--- src/rtl/unidade_busca_instrucao.sv ---
// Fetch unit: drives the instruction memory address, captures the returned
// word into a small prefetch FIFO and hands {PC, instruction} to decode.
module unidade_busca_instrucao #(
   parameter int LARGURA_END  = 8,
   parameter int LARGURA_INST = 8,
   parameter int PROFUNDIDADE = 2,
   parameter logic [LARGURA_END-1:0] END_INICIAL = '0
) (
   input  logic                    Clock,
   input  logic                    Reset,
   input  logic                    Habilita,
   output logic [LARGURA_END-1:0]  Endereco,
   input  logic [LARGURA_INST-1:0] Instrucao,
   input  logic                    Desvio,
   input  logic [LARGURA_END-1:0]  Alvo,
   input  logic                    Parada,
   output logic [LARGURA_INST-1:0] Instrucao_Saida,
   output logic [LARGURA_END-1:0]  PC_Saida,
   output logic                    Valido,
   input  logic                    Pronto
);

   localparam int CW = $clog2(PROFUNDIDADE + 1);
   localparam int PW = (PROFUNDIDADE > 1) ? $clog2(PROFUNDIDADE) : 1;
   localparam logic [PW-1:0] ULTIMO = PW'(PROFUNDIDADE - 1);
   localparam logic [CW:0]   LIMITE = (CW+1)'(PROFUNDIDADE);

   typedef enum logic [1:0] {
      OCIOSO,
      BUSCANDO,
      PARADO
   } estado_t;

   estado_t estado, prox_estado;

   logic [LARGURA_END-1:0]  pc;
   logic [LARGURA_END-1:0]  tag;
   logic                    em_voo;
   logic [LARGURA_END-1:0]  fila_pc   [PROFUNDIDADE];
   logic [LARGURA_INST-1:0] fila_inst [PROFUNDIDADE];
   logic [PW-1:0]           ptr_le;
   logic [PW-1:0]           ptr_esc;
   logic [CW-1:0]           conta;
   logic [CW:0]             ocupacao;
   logic                    desvia;
   logic                    retira;
   logic                    insere;
   logic                    emite;

   function automatic logic [PW-1:0] avanca(input logic [PW-1:0] p);
      return (p == ULTIMO) ? '0 : p + 1'b1;
   endfunction

   assign Endereco        = pc;
   assign Valido          = (conta != '0);
   assign PC_Saida        = fila_pc[ptr_le];
   assign Instrucao_Saida = fila_inst[ptr_le];

   assign desvia = Desvio && (estado != OCIOSO);
   assign retira = Valido && Pronto;
   assign insere = em_voo && !desvia;

   // Slots already promised: stored words plus the one in flight, less the pop.
   assign ocupacao = {1'b0, conta}
                   + {{CW{1'b0}}, em_voo}
                   - {{CW{1'b0}}, retira};

   assign emite = (estado == BUSCANDO) && !Parada && !Desvio
                && (ocupacao < LIMITE);

   always_comb begin
      prox_estado = estado;
      unique case (estado)
         OCIOSO:   if (Habilita) prox_estado = BUSCANDO;
         BUSCANDO: if (Parada)   prox_estado = PARADO;
         PARADO:   if (!Parada)  prox_estado = BUSCANDO;
         default:  prox_estado = OCIOSO;
      endcase
   end

   always_ff @(posedge Clock or negedge Reset) begin
      if (!Reset) estado <= OCIOSO;
      else        estado <= prox_estado;
   end

   always_ff @(posedge Clock or negedge Reset) begin
      if (!Reset) begin
         pc      <= END_INICIAL;
         tag     <= '0;
         em_voo  <= 1'b0;
         ptr_le  <= '0;
         ptr_esc <= '0;
         conta   <= '0;
      end else begin
         em_voo <= emite;
         if (emite) begin
            tag <= pc;
            pc  <= pc + 1'b1;
         end
         // A redirect drops queued words and the pending response.
         if (desvia) begin
            pc      <= Alvo;
            ptr_le  <= '0;
            ptr_esc <= '0;
            conta   <= '0;
         end else begin
            if (retira) ptr_le  <= avanca(ptr_le);
            if (insere) ptr_esc <= avanca(ptr_esc);
            conta <= conta + CW'(insere) - CW'(retira);
         end
      end
   end

   always_ff @(posedge Clock or negedge Reset) begin
      if (!Reset) begin
         for (int i = 0; i < PROFUNDIDADE; i++) begin
            fila_pc[i]   <= '0;
            fila_inst[i] <= '0;
         end
      end else if (insere) begin
         fila_pc[ptr_esc]   <= tag;
         fila_inst[ptr_esc] <= Instrucao;
      end
   end

endmodule

--- config.mk ---
export PLATFORM = sky130hd
export DESIGN_NAME = unidade_busca_instrucao
export DESIGN_NICKNAME = d
export VERILOG_FILES = /design/src/rtl/unidade_busca_instrucao.sv
export SDC_FILE = /design/constraint.sdc
export NUM_CORES = 1
export LEC_CHECK = 0
export CORE_MARGIN = 1.5
export CORE_UTILIZATION = 50
export DETAILED_ROUTE_END_ITERATION = 6
export GPL_TIMING_DRIVEN = 0
export HOLD_SLACK_MARGIN = 0.08
export PLACE_DENSITY = 0.82
export SLEW_MARGIN = 20
export SYNTH_ARGS = -nofsm -noshare
export SYNTH_HDL_FRONTEND = slang
export SYNTH_SLANG_ARGS = --single-unit
--- constraint.sdc ---
create_clock -name Clock -period 3.9 [get_ports Clock]
set_input_delay 0.78 -clock Clock [delete_from_list [all_inputs] [get_ports Clock]]
set_output_delay 0.78 -clock Clock [all_outputs]
set_load 0.01 [all_outputs]
==> impl_results.md <==
- Yosys Warn Count: 0
- N_diodes: 0
- DIE WIDTH: 75.0 um
- Net Count, Synth: 218
- Hold Path Class: in -> async
- CP max FO: 10
- Reg2reg path depth: 10
- # DRC: 0
- Clock share of power: 17.8%
- Psw: 0.771 mW
- Postcts setup bufs: 0
- Clock sinks: 55
- Area grow syn2layout: 26.3%
- Max stage delay on crit path: 0.44 ns
- Internal power: 1.69 mW
- LEAKAGE: 1.51 nW
- Most frequent cells in the layout: dfrtp_1, mux2_2, clkdlybuf4s50_1
- Total global-route track usage: 20.0%
- Final Hold Viols: 0
- H-Tree Depth: 2
- Drt total wl: 4.95 mm
- WL/cell: 15.7 um
- Max Root-Sink Buffers: 2
- Seq pwr share: 41.0%
- Worst skew pair latency: 0.30 ns
- Peak VDD IR: 0.467 mV
- Final Non-Filler Cells: 315
- GR Util met3: 3.88%
- Area of the multi-input gates: 1140 um2
- DIE AREA: 5630 um2
- # setup viols final: 0
- Yosys reg bits: 55
- Max_cap viols: 0
- Commonest non-fill, non-tap cell in the layout: dfrtp_1
- TritonCTS Buffers: 5
- First-pass GRT wire length: 8.21 mm
- Largest net degree at the start of global routing: 56
- M1 GR Usage: 27.4%
- Drt pass-1 iters: 4
- CP Launch Point: Pronto
- Core Footprint: 5040 um2
- Antenna viol nets, final: 0
- Post-Syn Area: 2590 um2
- Syn Area/Cell: 13.6 um2
- Clk pin slew, worst setup/hold paths: 0.10 ns
- 1st-iter DRT viols: 123
- Crit-path cells: clkdlybuf4s50_1 > and2_1 > ha_1 > nand2b_1 > fa_1 > xnor2_1 > and3_1 > buf_4 > buf_6 > mux2_1
- Detail Placement HPWL: 3.35 mm
- # placed instances: 307
- Hold_buf cts: 0
- Initial antenna violation count: 0
- Slack of the critical path: 0.711 ns
- Max-slew violations: 0
- Register area share after synthesis: 53.1%
- Cell count after synthesis: 191
- Power, Total: 2.46 mW
- Period utilization: 81.8%
- Die H: 75.0 um
- Gr ovfl total: 0
- CTS tree: done
- I/O pins: 47
- Layout fillers: 399
- FF+latch area: 1380 um2
- PortBufs: 46
- Initial Utilization: 51.4%
- R2r endpoint: tag[5]
- Setup TNS Final: 0 ns
- Vias: 1,683
- Req. time, crit path: 4.09 ns
- GR Util met2: 31.6%
- Crit path DAT: 3.37 ns
- Worst-margin pin slew: 0.677 ns
- Minimum clock period: 3.19 ns
- Sw frac: 31.4%
- RSZ-0062 raised after global routing: no
- Proportion of layout cells with a drive suffix above 1: 30.6%
- Row count: 26
- Worst r2r src: conta[1]
- RD Place Congestion: 0.830
- CP Class: in -> reg
- Slew margin rel.: 54.9%
- Fin util: 65.0%
- PostCTS Resize Cnt: 0
- Pwr dens: 750 nW/um2
- Worst Setup End Kind: register
- Slowest-stage cell, CP: clkdlybuf4s50_1
- Placed cell areas: 3140 um2
- Post-Place Worst Slack: 0.413 ns
- Nets: 271
- Cell variety after synth: 39
- Clk Tree Root Cell: clkbuf_8
- Vias in the first global route: 1,712
- Busiest grt layer: met2
- Hold_ws: 0.507 ns
- Peak Freq: 0.314 GHz
- Worst R2R Setup Slack: 0.81 ns
- Combinational Power Share: 41.2%
- Launching element type of the critical path: input port
- Detail-routed via count per cell: 5.34
- Cell area after layout: 3280 um2
- CP Capture Point: tag[5]
- Status: finished clean
- Final Skew: 0.00610 ns
power groups by stage:
stage / clock network, mW / registers, mW / logic (mW)
after floorplan: 0 / 0.970 / 0.615
after global placement: 0 / 0.997 / 0.983
after detailed placement: 0 / 1.01 / 1.01
after CTS: 0.450 / 1.01 / 1.02
after global routing: 0.470 / 1.04 / 1.11
final: 0.437 / 1.01 / 1.01
registers in the layout (all words and copies together), names as in the netlist:
| register | cells |
|---|---|
| estado | 2 |
| ptr_le | 1 |
| tag | 8 |
| fila_pc | 16 |
| Endereco | 8 |
| fila_inst | 16 |
| conta | 2 |
| ptr_esc | 1 |
| em_voo | 1 |
how the worst min path moves through the flow:
stage                         endpoint  slack (ns)  cells after the start
final                           tag[2]        0.51                      1
after detailed placement  fila_inst[3]        0.49                      1
after floorplan                 tag[7]        0.47                      1
after CTS                 fila_inst[3]        0.51                      1
after global placement    fila_inst[0]        0.48                      1
after global routing        fila_pc[3]        0.53                      1
layer usage:
metal,up-vias,routed length [um]
li1,784,-
met1,825,2230
met2,66,2360
met3,8,287
met4,0,66
met5,-,0
critical path: cells and delay by family:
family	cells	cell delay, ns
xor+xnor	1	0.31
fa+ha+maj	2	0.63
buf+inv	3	0.78
mux	1	0.33
simple gates	3	0.55
cells in the mapped netlist (all sizes together):
master	count	area share, %
nand2	6	0.87
xor2	4	1.4
nor3b	1	0.29
and3	3	0.72
nand2b	1	0.24
nand4	3	0.72
a21oi	1	0.19
o21ai	5	1.1
fa	1	0.77
ha	4	1.9
xnor2	4	1.4
mux2i	1	0.39
a41o	1	0.39
inv	3	0.43
nand3b	2	0.58
nand3	2	0.58
nor3	1	0.19
or3	1	0.24
and3b	1	0.34
clkbuf	2	0.29
and2	4	0.96
dfrtp	55	53
a21bo	1	0.39
a311oi	1	0.34
o31a	1	0.34
a31oi	3	0.72
o21a	1	0.29
buf	7	2.3
nor2	11	1.6
a221o	1	0.39
or2	2	0.48
mux2	57	26
cell families after synthesis:
logic type               after synthesis  share of synthesized area [%]
multiplexers                          58                           26.6
buffers and inverters                 12                           2.99
AO/OA/AOI/OAI                         15                           4.15
AND/OR/NAND/NOR                       38                           7.81
adder cells (fa/ha/maj)                5                           2.70
flip-flops                            55                           53.1
XOR/XNOR                               8                           2.70
cell type report:
class | instances | area share, %
tap | 70 | 2.67
buffer | 9 | 2.02
sequential | 55 | 42.0
inverter | 3 | 0.344
clock inverter | 3 | 2.06
multi-input combinational | 124 | 34.8
clock buffer | 5 | 2.10
timing repair buffer | 46 | 14.0
Power figures use the tool's default switching activity.
